`src/rtl/regfile_param.sv`:
```
// Parametrised register file: one byte-enabled write port, two async
// read ports, optional write bypass, optional zero r0, busy scoreboard.
//
// Ports:
//   clk, rst              clock, synchronous active-high reset
//   we, waddr, wdata, wbe write port with per-byte enables
//   raddr_a/b, rdata_a/b  combinational read ports
//   sb_set, sb_addr       mark a register busy (producer issued)
//   busy_a/b, any_busy    busy bit of each read address, OR of all
module regfile_param #(
  parameter int DATA_W  = 16,
  parameter int ADDR_W  = 3,
  parameter bit R0_ZERO = 1'b1,
  parameter bit BYPASS  = 1'b1
) (
  input  logic                clk,
  input  logic                rst,
  input  logic                we,
  input  logic [ADDR_W-1:0]   waddr,
  input  logic [DATA_W-1:0]   wdata,
  input  logic [DATA_W/8-1:0] wbe,
  input  logic [ADDR_W-1:0]   raddr_a,
  output logic [DATA_W-1:0]   rdata_a,
  input  logic [ADDR_W-1:0]   raddr_b,
  output logic [DATA_W-1:0]   rdata_b,
  input  logic                sb_set,
  input  logic [ADDR_W-1:0]   sb_addr,
  output logic                busy_a,
  output logic                busy_b,
  output logic                any_busy
);

  localparam int NREG = 1 << ADDR_W;
  localparam int NB   = DATA_W / 8;

  logic [DATA_W-1:0] rf_q [NREG];
  logic [DATA_W-1:0] rf_d [NREG];
  logic [NREG-1:0]   busy_q;
  logic [NREG-1:0]   busy_d;

  logic              wr_ok;
  logic              sb_ok;
  logic [DATA_W-1:0] wmerge;

  function automatic logic is_zero(
    input logic [ADDR_W-1:0] a
  );
    return R0_ZERO && (a == '0);
  endfunction

  // Post-edge value of the write target: enabled bytes from wdata,
  // the rest held from the current contents.
  always_comb begin
    wmerge = rf_q[waddr];
    for (int i = 0; i < NB; i++) begin
      if (wbe[i]) begin
        wmerge[8*i +: 8] = wdata[8*i +: 8];
      end
    end
  end

  assign wr_ok = we && !is_zero(waddr);
  assign sb_ok = sb_set && !is_zero(sb_addr);

  always_comb begin
    for (int r = 0; r < NREG; r++) begin
      rf_d[r] = rf_q[r];
    end
    busy_d = busy_q;
    if (wr_ok) begin
      rf_d[waddr]   = wmerge;
      busy_d[waddr] = 1'b0;
    end
    // Applied after the clear so a same-address issue wins.
    if (sb_ok) begin
      busy_d[sb_addr] = 1'b1;
    end
  end

  always_ff @(posedge clk) begin
    if (rst) begin
      for (int r = 0; r < NREG; r++) begin
        rf_q[r] <= '0;
      end
      busy_q <= '0;
    end else begin
      for (int r = 0; r < NREG; r++) begin
        rf_q[r] <= rf_d[r];
      end
      busy_q <= busy_d;
    end
  end

  function automatic logic [DATA_W-1:0] rd(
    input logic [ADDR_W-1:0] a
  );
    if (is_zero(a)) begin
      return '0;
    end else if (BYPASS && we && (a == waddr)) begin
      return wmerge;
    end else begin
      return rf_q[a];
    end
  endfunction

  assign rdata_a  = rd(raddr_a);
  assign rdata_b  = rd(raddr_b);
  assign busy_a   = busy_q[raddr_a] && !is_zero(raddr_a);
  assign busy_b   = busy_q[raddr_b] && !is_zero(raddr_b);
  assign any_busy = |busy_q;

endmodule

```
`config.mk`:
```
export PLATFORM = sky130hd
export DESIGN_NAME = regfile_param
export DESIGN_NICKNAME = d
export VERILOG_FILES = /design/src/rtl/regfile_param.sv
export SDC_FILE = /design/constraint.sdc
export NUM_CORES = 1
export LEC_CHECK = 0
export ABC_CLOCK_PERIOD_IN_PS = 2800
export BUFFER_PORTS_ARGS = -buffer_cell sky130_fd_sc_hd__buf_4
export CAP_MARGIN = 20
export CORE_MARGIN = 10
export CORE_UTILIZATION = 40
export DETAILED_ROUTE_END_ITERATION = 7
export SLEW_MARGIN = 15
export SYNTH_ARGS = -nofsm -noshare
export SYNTH_HDL_FRONTEND = slang
export SYNTH_SLANG_ARGS = --single-unit
```
`constraint.sdc`:
```
create_clock -name clk -period 2.8 [get_ports clk]
set_input_delay 0.56 -clock clk [delete_from_list [all_inputs] [get_ports clk]]
set_output_delay 0.56 -clock clk [all_outputs]
set_load 0.02 [all_outputs]
```
==> flow_summary_export.csv <==
group,metric,value,unit
placed_design,routabilityCongestion,0.927,
global_routing,track_usage,21.9,%
drt,drt-total-wl,31400,um
drt,vias,8268,
finish,utilization,50.4,%
clock_tree,cts_tree,"built",
drt,vias_per_cell,6.16,
synth,yosys-top-cells-area,"dfxtp_1 (31%), mux4_2 (17%), nand3b_1 (6.7%), a211oi_1 (5.3%), nor2b_1 (4.1%)",
clock_tree,cts-root-buf,"clkbuf_16",
placed_design,dp.cells,1310,
timing,fin_crit,2.74,ns
timing,tightest_slew,0.534,ns
critical_path,crit_required,2.24,ns
placed_design,dp_slack,-0.0795,ns
timing,rsz0062_at_grt,"yes",
finish,fillers,2023,
floorplan,die_width,169,um
clock_tree,htreeDepth,4,
clock_tree,cts_buffer_depth,2,
placed_design,port-buffer-count,68,
finish,num_antenna_cells,0,
floorplan,dieArea,28500,sq um
floorplan,coreArea,21800,sq um
synth,synth_common_cells,"dfxtp_1 (136), nand2_1 (79), nand3b_1 (79), mux4_2 (66), a211oi_1 (63)",
floorplan,rows,54,
synth,synthCells,948,
global_routing,grt_pass1_wl,48600,um
global_routing,antenna_found_initial,0,
timing,final_hold_viol_count,0,
placed_design,hpwl,22100,um
synth,synth-main-ff-cell,"dfxtp_1",
clock_tree,clock_latency,0.43,ns
synth,synth_area,8870,sq um
clock_tree,numCtsBuffers,17,
drt,routedWlPerCell,23.4,um
synth,yosysSeqAreaShare,30.7,%
timing,setup_tns,0,ns
critical_path,cp_max_fo,12,
critical_path,cp-end-kind,"output pin",
clock_tree,ctsHoldBuffers,0,
timing,slew_headroom,64.4,%
synth,yosys.cell_count.top_type,"dfxtp_1",
synth,yosys_register_bits,136,
synth,synthesis.nets,982,
synth,synth_top_cell_area_share,30.7,%
run,drv_cap,0,
critical_path,crit_type,"primary input to output pin",
drt,ant_nets,0,
timing,fin_skew,0.00553,ns
finish,nNetsFinal,1084,
synth,synthArstFlopShare,0,%
clock_tree,clkTransAtPathRegs,0.06,ns
global_routing,overflow,0,
finish,fin_area,11000,sq um
finish,drive_above_1_share,32.4,%
placed_design,placed_area,10300,sq um
finish,fin_cells,1342,
global_routing,grt_max_degree,58,
power_and_ir_drop,total_power,5.26,mW
power_and_ir_drop,power.leakage,4.00,nW
timing,max_freq,0.365,GHz
global_routing,grt_pass1_vias,8158,
finish,area_growth,23.9,%
power_and_ir_drop,irDropWorstVdd,273,uV
critical_path,cp_data_arrival_time,2.18,ns
synth,synth.distinct_cells,60,
synth,synth_edf_count,0,
floorplan,start_util,40.6,%
timing,worst_slack,0.0600,ns
timing,min_period_over_period,97.9,%
timing,slew_viol_final,0,
synth,yosys_warnings,0,
floorplan,top_level_ports,69,
floorplan,dieHeight,169,um
min_path,worstHoldPathType,"primary input to flip-flop",
timing,setup_viol,0,
critical_path,worst_setup_path_start_kind,"primary input",
drt,drc,0,
timing,hold_ws,0.425,ns
drt,dr.first_iter.drc_count,829,
critical_path,r2r_slack,1.09,ns
synth,avgSynthCellArea,9.35,sq um
clock_tree,cts.sinks,136,
power_and_ir_drop,power_density,478,nW/um^2
drt,drt_pass1_iterations,5,
outcome,status,"completed",
synth,synth_top_area_cell,"dfxtp_1",
[area by class of cell]
cell class                 instances  area, sq um  share of cell area [%]
clock buffer                      17          425                    3.87
clock inverter                    14          183                    1.66
inverter                           7         26.3                   0.239
multi-input combinational        713         5790                    52.7
sequential                       136         2720                    24.8
tap                              280          350                    3.19
timing repair buffer             175         1500                    13.6
[what timing repair did]
item | CTS | global route
setup buffers | 0 | 1
pin swaps | 0 | 2
setup endpoints to repair | 3 | 25
gates resized for setup | 3 | 22
[flip-flops by register name (all words and copies together), names as in the netlist]
signal	flops
rf_q	128
busy_q	8
[worst paths after layout]
| path | depth (start not counted) | endpoint | from |
|---|---|---|---|
| setup / recovery | 10 | rdata_b[10] | waddr[1] |
| hold reg to reg | 2 | rf_q[6][10]$_SDFFE_PP0P_ | rf_q[6][10]$_SDFFE_PP0P_ |
| setup reg to reg | 5 | rf_q[2][8]$_SDFFE_PP0P_ | rf_q[0][8]$_SDFFE_PP0P_ |
| hold / removal | 3 | busy_q[7]$_SDFF_PP0_ | sb_addr[0] |
[power by group]
part	leakage (nW)	internal, mW	switching [mW]
Clock	0.298	1.48	0.895
Sequential	1.10	1.97	0.0363
Combinational	2.60	0.377	0.506
[kinds of logic after synthesis]
logic type | after synthesis | synth area share [%]
AO/OA/AOI/OAI | 269 | 20.2
XOR/XNOR | 6 | 0.593
buffers and inverters | 99 | 5.46
flip-flops | 136 | 30.7
multiplexers | 106 | 21.8
AND/OR/NAND/NOR | 332 | 21.2
[routing by layer]
| metal | GRT usage, % | share of wire [%] |
|---|---|---|
| met1 | 28.2 | 42 |
| met5 | 0 | 0 |
| met4 | 9.73 | 3.3 |
| met2 | 34.5 | 47 |
| met3 | 4.54 | 8.0 |
[critical path, cell delays in order]
cell      delay (ns)
buf_4           0.18
buf_4           0.18
nor2_2          0.12
buf_4           0.16
a22oi_1         0.10
nor3_1          0.14
nor2_1          0.09
buf_4           0.15
a211oi_4        0.29
buf_4           0.19
[cell usage in the layout (no fill, tap or decap), types with 6 or more instances in the layout]
master / synthesis / layout
mux2i_1: 6 / 6
nand3b_1: 79 / 79
nand2_1: 79 / 79
clkbuf_16: 0 / 17
buf_12: 0 / 13
nor3_1: 14 / 12
nand3_1: 9 / 9
a32oi_1: 12 / 12
buf_4: 7 / 157
clkinv_2: 0 / 6
mux2_2: 26 / 26
a22oi_1: 24 / 23
o21ai_0: 54 / 54
nor2_1: 53 / 52
a21oi_1: 48 / 48
mux4_2: 66 / 66
dfxtp_1: 136 / 136
a211oi_2: 1 / 9
o21ai_1: 29 / 29
and3b_1: 7 / 7
a211oi_1: 63 / 54
o211ai_1: 8 / 8
nor2b_1: 58 / 56
mux2_1: 7 / 7
(Power assumes the default switching activity.)
